--- src/rtl/ocx_dlx_rx_lane_sync_det_if.sv ---
// Lane receive bundle between the PHY-side lane feed and the sync detector.
// The master drives lane beats and retrain; the slave returns lock status.
interface ocx_dlx_rx_lane_sync_det_if #(
    parameter int DW = 32
);
    logic [7:0]      ln_rx_valid;
    logic [8*DW-1:0] ln_rx_data;
    logic            retrain;
    logic [7:0]      pb_io_o0_rx_run_lane;
    logic            sync_timeout;
    logic [3:0]      lanes_locked_cnt;

    modport master (
        output ln_rx_valid,
        output ln_rx_data,
        output retrain,
        input  pb_io_o0_rx_run_lane,
        input  sync_timeout,
        input  lanes_locked_cnt
    );

    modport slave (
        input  ln_rx_valid,
        input  ln_rx_data,
        input  retrain,
        output pb_io_o0_rx_run_lane,
        output sync_timeout,
        output lanes_locked_cnt
    );
endinterface

--- src/rtl/ocx_dlx_rx_lane_sync_det.sv ---
// Per-lane sync-pattern lock detector with lane-to-lane lock timeout.
// A lane locks after SYNC_CNT consecutive matching valid beats.
module ocx_dlx_rx_lane_sync_det #(
    parameter int            DW           = 32,
    parameter logic [DW-1:0] SYNC_PATTERN = 32'h4B4B_4B4B,
    parameter int            SYNC_CNT     = 4,
    parameter int            TIMEOUT_CYC  = 1024
) (
    input  logic opt_gckn,
    input  logic dlx_reset_n,
    ocx_dlx_rx_lane_sync_det_if.slave bus
);
    typedef enum logic [1:0] {
        SEARCH = 2'd0,
        COUNT  = 2'd1,
        LOCKED = 2'd2
    } lane_st_e;

    localparam logic [3:0]  LOCK_CNT = 4'(SYNC_CNT);
    localparam logic [15:0] TMO_LAST = 16'(TIMEOUT_CYC - 1);

    lane_st_e    st_q  [8];
    lane_st_e    st_d  [8];
    logic [3:0]  cnt_q [8];
    logic [3:0]  cnt_d [8];
    logic [15:0] timer_q, timer_d;
    logic        to_q, to_d;
    logic [7:0]  run_lane;
    logic [7:0]  match;
    logic [3:0]  pop;
    logic        partial, timeout_clear, gclr;

    always_comb begin
        run_lane = '0;
        match    = '0;
        pop      = '0;
        for (int i = 0; i < 8; i++) begin
            run_lane[i] = (st_q[i] == LOCKED);
            match[i]    = bus.ln_rx_valid[i] &&
                          (bus.ln_rx_data[i*DW +: DW] == SYNC_PATTERN);
            pop         = pop + {3'b000, run_lane[i]};
        end
    end

    // Timeout is judged on the pre-edge lock vector, so a lane that
    // completes lock on the expiry cycle is still cleared with the rest.
    always_comb begin
        partial       = (run_lane != 8'h00) && (run_lane != 8'hFF);
        timeout_clear = partial && (timer_q == TMO_LAST);
        gclr          = bus.retrain || timeout_clear;
        to_d          = timeout_clear && !bus.retrain;
        timer_d       = '0;
        if (!gclr && partial) timer_d = timer_q + 16'd1;
        for (int i = 0; i < 8; i++) begin
            st_d[i]  = st_q[i];
            cnt_d[i] = cnt_q[i];
            if (gclr) begin
                st_d[i]  = SEARCH;
                cnt_d[i] = '0;
            end else begin
                unique case (st_q[i])
                    SEARCH: begin
                        if (match[i]) begin
                            cnt_d[i] = 4'd1;
                            st_d[i]  = (LOCK_CNT == 4'd1) ? LOCKED : COUNT;
                        end
                    end
                    COUNT: begin
                        if (match[i]) begin
                            cnt_d[i] = cnt_q[i] + 4'd1;
                            if (cnt_q[i] + 4'd1 == LOCK_CNT) st_d[i] = LOCKED;
                        end else if (bus.ln_rx_valid[i]) begin
                            cnt_d[i] = '0;
                            st_d[i]  = SEARCH;
                        end
                    end
                    LOCKED: begin
                        st_d[i] = LOCKED;
                    end
                    default: begin
                        st_d[i]  = SEARCH;
                        cnt_d[i] = '0;
                    end
                endcase
            end
        end
    end

    always_ff @(posedge opt_gckn or negedge dlx_reset_n) begin
        if (!dlx_reset_n) begin
            for (int i = 0; i < 8; i++) begin
                st_q[i]  <= SEARCH;
                cnt_q[i] <= '0;
            end
            timer_q <= '0;
            to_q    <= 1'b0;
        end else begin
            for (int i = 0; i < 8; i++) begin
                st_q[i]  <= st_d[i];
                cnt_q[i] <= cnt_d[i];
            end
            timer_q <= timer_d;
            to_q    <= to_d;
        end
    end

    assign bus.pb_io_o0_rx_run_lane = run_lane;
    assign bus.sync_timeout         = to_q;
    assign bus.lanes_locked_cnt     = pop;
endmodule

--- src/flat_wrapper.sv ---
// flat-port wrapper written by rule: the top's interface ports become plain ports
module ocx_dlx_rx_lane_sync_det_flat 
#(
    parameter int            DW           = 32,
    parameter logic [DW-1:0] SYNC_PATTERN = 32'h4B4B_4B4B,
    parameter int            SYNC_CNT     = 4,
    parameter int            TIMEOUT_CYC  = 1024
)
  (opt_gckn, dlx_reset_n, bus_ln_rx_valid, bus_ln_rx_data, bus_retrain, bus_pb_io_o0_rx_run_lane, bus_sync_timeout, bus_lanes_locked_cnt);
  ocx_dlx_rx_lane_sync_det_if #(.DW(DW)) bus_i ();
  input  logic opt_gckn;
  input  logic dlx_reset_n;
  input wire logic [$bits(bus_i.ln_rx_valid)-1:0] bus_ln_rx_valid;
  input wire logic [$bits(bus_i.ln_rx_data)-1:0] bus_ln_rx_data;
  input wire logic [$bits(bus_i.retrain)-1:0] bus_retrain;
  output wire logic [$bits(bus_i.pb_io_o0_rx_run_lane)-1:0] bus_pb_io_o0_rx_run_lane;
  output wire logic [$bits(bus_i.sync_timeout)-1:0] bus_sync_timeout;
  output wire logic [$bits(bus_i.lanes_locked_cnt)-1:0] bus_lanes_locked_cnt;
  assign bus_i.ln_rx_valid = bus_ln_rx_valid;
  assign bus_i.ln_rx_data = bus_ln_rx_data;
  assign bus_i.retrain = bus_retrain;
  assign bus_pb_io_o0_rx_run_lane = bus_i.pb_io_o0_rx_run_lane;
  assign bus_sync_timeout = bus_i.sync_timeout;
  assign bus_lanes_locked_cnt = bus_i.lanes_locked_cnt;
  ocx_dlx_rx_lane_sync_det #(.DW(DW), .SYNC_PATTERN(SYNC_PATTERN), .SYNC_CNT(SYNC_CNT), .TIMEOUT_CYC(TIMEOUT_CYC)) u_core (.opt_gckn(opt_gckn), .dlx_reset_n(dlx_reset_n), .bus(bus_i));
endmodule
--- config.mk ---
export PLATFORM = sky130hd
export DESIGN_NAME = ocx_dlx_rx_lane_sync_det_flat
export DESIGN_NICKNAME = d
export VERILOG_FILES = /design/src/rtl/ocx_dlx_rx_lane_sync_det_if.sv /design/src/rtl/ocx_dlx_rx_lane_sync_det.sv /design/src/flat_wrapper.sv
export SDC_FILE = /design/constraint.sdc
export NUM_CORES = 1
export LEC_CHECK = 0
export ABC_AREA = 1
export BUFFER_PORTS_ARGS = -buffer_cell sky130_fd_sc_hd__buf_2
export CAP_MARGIN = 0
export CORE_MARGIN = 3
export CORE_UTILIZATION = 33
export DETAILED_ROUTE_END_ITERATION = 7
export GPL_ROUTABILITY_DRIVEN = 0
export PLACE_DENSITY = 0.64
export SETUP_SLACK_MARGIN = 0.3
export SYNTH_ARGS = -nofsm -noshare
export SYNTH_HDL_FRONTEND = slang
export SYNTH_SLANG_ARGS = --single-unit
--- constraint.sdc ---
create_clock -name opt_gckn -period 3.3 [get_ports opt_gckn]
set_input_delay 0 -clock opt_gckn [delete_from_list [all_inputs] [get_ports opt_gckn]]
set_output_delay 0 -clock opt_gckn [all_outputs]
set_load 0.03 [all_outputs]
# Word-level counts from Yosys, hierarchy flattened
# Cells that the tools add are included.
[classes] n_mux=89 eq_ne=66 add_sub_neg=16 n_reduce_logical=40
[ops] op="== test 32 x 31 -> 1 bit (second input constant)" count=8
[ops] op="two-way mux 4 bit" count=32
[ops] op="case mux 4 bit (3 select lines)" count=8
[ops] op="two-way mux 2 bit" count=40
[ops] op="case mux 2 bit (3 select lines)" count=8
[ops] op="AND reduction 3 bit" count=16
[ops] op="adder 4 x 1 -> 4 bit (second input constant)" count=8
[ops] op="== test 4 x 3 -> 1 bit (second input constant)" count=8
[ops] op="!= test 4 x 2 -> 1 bit (second input constant)" count=8
[ops] op="!= test 4 bit (second input constant)" count=8
[ops] op="adder 4 x 1 -> 4 bit" count=6
[ops] op="!= test 3 x 1 -> 1 bit (second input constant)" count=8
[ops] op="adder 16 x 1 -> 16 bit (second input constant)" count=1
[ops] op="== test 16 x 10 -> 1 bit (second input constant)" count=1
[ops] op="== test 2 x 1 -> 1 bit (second input constant)" count=8
[ops] op="== test 2 bit (second input constant)" count=8
[ops] op="logical NOT 2 bit" count=8
[ops] op="two-way mux 16 bit" count=1
[ops] op="!= test 2 bit (second input constant)" count=8
[ops] op="logical AND 1 bit" count=12
[ops] op="!= test 8 bit (second input constant)" count=1
[ops] op="nonzero test 8 bit" count=1
[ops] op="adder 1 x 1 -> 2 bit" count=1
[ops] op="logical NOT 1 bit" count=2
[ops] op="logical OR 1 bit" count=1
[word_totals] output_inout_bits=13 register_bits=65 wordCells=229 input_bits=267

# Depth between registers and ports, before layout
[depth] ltp_word=8 ltp_mapped=17 mapped_depth_nobuf=17

# Worst setup path before layout
# No wires, ideal clock.
[synth_timing] path_kind="register to output" from="reg u_core.st_q[14] (netlist name)" to="out bus_lanes_locked_cnt[2]" stages_incl_launch_ff=16 t_arrival_ns=3.195 setup_slack_ns=0.105 required_time_ns=3.300 cell_sequence="dfrtp_1 nor2_2 nand2_1 nand2_1 nand2_1 nand2_1 inv_1 ha_1 xor2_1 xor2_1 ha_1 inv_1 o21ai_0 inv_1 fa_1 xnor2_1"
[synth_via] elab_chain_cells=8
[synth_rtl] element="start, declared" line="ocx_dlx_rx_lane_sync_det.sv:22" source="lane_st_e st_q [8];"
[synth_rtl] element="start signal, assigned by index" line="ocx_dlx_rx_lane_sync_det.sv:99" source="st_q[i] <= st_d[i];"
[synth_rtl] element="== test 2 bit" line="ocx_dlx_rx_lane_sync_det.sv:38" source="run_lane[i] = (st_q[i] == LOCKED);"
[synth_rtl] element="net bus_pb_io_o0_rx_run_lane[0]" line="flat_wrapper.sv:16" source="output wire logic [$bits(bus_i.pb_io_o0_rx_run_lane)-1:0] bus_pb_io_o0_rx_run_lane;"
[synth_rtl] element="adder 1 x 1 -> 2 bit" line="ocx_dlx_rx_lane_sync_det.sv:41" source="pop = pop + {3'b000, run_lane[i]};"
[synth_rtl] element="adder 4 x 1 -> 4 bit (6 in a row)" line="ocx_dlx_rx_lane_sync_det.sv:41"
[synth_rtl] element="end, declared" line="flat_wrapper.sv:18" source="output wire logic [$bits(bus_i.lanes_locked_cnt)-1:0] bus_lanes_locked_cnt;"
# The timed path passes the listed nets, and every way through them passes these cells.

# Worst setup path after layout
[layout_timing] from="reg u_core.st_q[14] (netlist name)" to="out bus_lanes_locked_cnt[1]"
[layout_via] elab_chain_cells=8
[layout_rtl] element="== test 2 bit" line="ocx_dlx_rx_lane_sync_det.sv:38"
[layout_rtl] element="adder 1 x 1 -> 2 bit" line="ocx_dlx_rx_lane_sync_det.sv:41"
[layout_rtl] element="adder 4 x 1 -> 4 bit (6 in a row)" line="ocx_dlx_rx_lane_sync_det.sv:41"
# Every way passes these cells.

==> impl_metrics.py <==
metrics = {
    "synth": {
        "synthDistinctLibCells": 32,
        "synth.top_cell.area_share": 0.260,
        "ys_ff_latch": 65,
        "synthArstFlopShare": 1.00,
        "avgSynthCellArea_um2": 5.74,
        "post-synth-top-area-cell": "dfrtp_1",
        "synth-edff-count": 0,
        "synth_commonest_cells": "nand2_1, nor2_1, inv_1",
        "ys_warn_count": 0,
        "synth.cell_area_mm2": 0.00626,
        "synth.top_cells.by_area": "dfrtp_1, nand2_1, nor2_1, inv_1, nand3_1",
        "syn_nets": 1380,
        "yosysSeqAreaShare": 0.260,
        "synth_cells": 1091,
        "synth_most_common_cell": "nand2_1",
        "synth_flop_cell": "dfrtp_1",
    },
    "sta": {
        "worstMarginPinSlew_ns": 0.425,
        "tns_ns": 0,
        "fin_worst_skew_ns": 0.00716,
        "final.min_clock_period_ns": 3.05,
        "finalCritPeriodShare": 0.924,
        "finalMaxSlewViolations": 0,
        "finalHoldViolCount": 0,
        "relSlewSlack": 0.716,
        "setup_viol": 0,
        "fmax_ghz": 0.328,
        "rsz0062_at_grt": "true",
    },
    "critical_path": {
        "startpoint": "u_core.st_q[14]$_DFFE_PN0P_",
        "path_cells": "nor2_4 -> nand2_2 -> nand2_1 -> nand2_1 -> nand2_1 -> inv_2 -> ha_4 -> xor2_2 -> xor2_1 -> ha_1 -> inv_2 -> o21ai_2 -> inv_1 -> fa_2 -> inv_2 -> buf_6",
        "reg2reg_from": "u_core.st_q[0]$_DFFE_PN0P_",
        "worstSetupStartpointType": "flip-flop",
        "rrSetupSlack_ns": 0.84,
        "crit_slowest_cell": "fa_2",
        "path_max_fanout": 4,
        "slowest_delay_ns": 0.57,
        "crit_required_ns": 3.30,
        "end_kind": "output pin",
        "critPathKind": "reg -> out",
        "crit_arrival_ns": 3.05,
    },
    "clock_tree": {
        "cts_tree": "yes",
        "clkLatencyLatePin_ns": 0.34,
        "clock-sinks": 65,
        "cts-buffers-inserted": 9,
        "clk_pin_slew_ns": 0.05,
        "clock_path_buffers": 2,
        "cts_root_buffer": "clkbuf_16",
        "cts.htree.levels": 3,
    },
    "cells_and_area": {
        "final_cells": 1615,
        "num_antenna_cells": 0,
        "n_fill_cell": 1943,
        "multiInputGateArea_mm2": 0.00391,
        "nets": 1673,
        "layout.area.seq_mm2": 0.00163,
        "area_growth_pct": 32.9,
        "drive_gt1_frac": 0.241,
    },
    "detailed_routing": {
        "drtAntennaViolNets": 0,
        "drt_iter0_drc": 393,
        "vias": 7452,
        "post_drt_via_cell_ratio": 4.61,
        "finalWirelength_um": 18600,
        "routedWlPerCell_um": 11.5,
        "firstDrtPassIters": 5,
        "drcViolationCount": 0,
    },
    "job": {
        "drv_cap": 0,
    },
    "status": {
        "status": "completed",
    },
    "global_routing": {
        "grt_max_degree": 32,
        "overflow": 0,
        "grtUsageTotal": 0.173,
        "grt_pass1_wl_um": 29500,
        "first_global_vias": 6954,
        "antenna_found_initial": 0,
    },
    "place": {
        "dpl.cell_count": 1594,
        "hpwlAfterDp_um": 15500,
        "port_buffers": 279,
    },
    "floorplan": {
        "rows": 49,
        "dieWidth_um": 144,
        "core_area_mm2": 0.0183,
        "die_y_um": 144,
        "start_util": 0.342,
        "die_area_mm2": 0.0206,
        "io_pins": 280,
    },
    "power": {
        "ir_drop_v": 0.000235,
        "power.density_mw_per_mm2": 257,
        "p_leak_nw": 4.70,
    },
    "hold_path": {
        "holdCritPathClass": "in -> reg",
        "hp-start": "bus_ln_rx_valid[3]",
    },
}
[per-stage QoR]
| stage | area (µm²) | power (mW) | utilization | hold WS (ns) | setup WS (ns) |
|---|---|---|---|---|---|
| 3_5_place_dp | 7920 | 1.25 | 0.433 | -0.0303 | 0.241 |
| 2_1_floorplan | 6270 | 1.02 | - | -0.296 | 0.356 |
| 4_1_cts | 8310 | 2.16 | 0.455 | 0.0235 | 0.189 |
| 5_1_grt | 8320 | 2.25 | 0.455 | 0.0676 | 0.0547 |
| 3_3_place_gp | 7920 | 1.25 | 0.433 | -0.0315 | 0.308 |
| 6_report | 8320 | 2.14 | 0.455 | 0.0336 | 0.252 |
[path summary, 6_finish.rpt]
check,to,cells after the start
setup / recovery,bus_lanes_locked_cnt[1],16
hold / removal,u_core.st_q[8]$_DFFE_PN0P_,3
setup reg to reg,u_core.cnt_q[12]$_DFFE_PN0P_,14
hold reg to reg,u_core.timer_q[0]$_DFF_PN0_,1
max in group asynchronous,u_core.st_q[5]$_DFFE_PN0P_,3
min in group asynchronous,u_core.timer_q[7]$_DFF_PN0_,2
[logic make-up (layout without fill, tap and decap cells)]
kind of cell / count (synthesis) / in the layout / share of synthesized area
AO/OA/AOI/OAI: 40 / 40 / 0.0380
XOR/XNOR: 24 / 24 / 0.0336
adder cells (fa/ha/maj): 22 / 22 / 0.0452
buffers and inverters: 201 / 496 / 0.127
flip-flops: 65 / 65 / 0.260
AND/OR/NAND/NOR: 739 / 739 / 0.497
[layer usage]
layer	wire (µm)	up-vias	track usage
met4	271	0	0.0600
li1	-	3983	-
met3	1340	16	0.0263
met2	9070	266	0.323
met1	7920	3187	0.201
met5	0	-	0
[where the power goes]
group          internal, mW  switching [mW]
combinational         0.192           0.221
sequential            0.813          0.0211
clock                 0.557           0.332
[worst max-delay path: cells and delay by family, from the launching register on]
family	cells	cell delay, ns
buffers and inverters	5	0.33
xor gates and xnor gates	2	0.34
AOI/OAI and AO/OA	1	0.12
adders and majority gates	3	1.09
and+or+nand+nor	5	0.40
DFF	1	0.43
[registers in the layout, indices dropped and copies added, names as in the netlist]
register,cells
u_core.cnt_q,32
u_core.st_q,16
u_core.timer_q,16
u_core.bus.sync_timeout,1
[cell usage in the layout (no fill, tap or decap), types with 8 or more instances in the layout]
| cell type | n |
|---|---|
| nand2_1 | 285 |
| buf_2 | 277 |
| nor2_1 | 262 |
| inv_1 | 179 |
| nand3_1 | 94 |
| dfrtp_1 | 65 |
| nand4_1 | 37 |
| nor3_1 | 35 |
| ha_1 | 20 |
| xor2_1 | 16 |
| inv_2 | 12 |
| buf_4 | 11 |
| a21oi_1 | 10 |
| clkbuf_16 | 9 |
| o21ai_0 | 8 |
| o211ai_1 | 8 |
[final cells by class]
class / count / area share
well taps: 229 / 0.0344
repair buffers: 292 / 0.182
flip-flops and latches: 65 / 0.196
multi-input cells: 825 / 0.470
clock buffers: 13 / 0.0325
inverters: 191 / 0.0862
[what timing repair did]
action	in CTS	in global routing
hold endpoints to repair	18	0
gates resized for setup	20	0
gates cloned	0	0
buffers inserted	5	1
endpoints found under the setup margin	2	2
hold buffers	2	0
pin swaps	6	4
No activity file was read; power rests on OpenSTA's default activity.
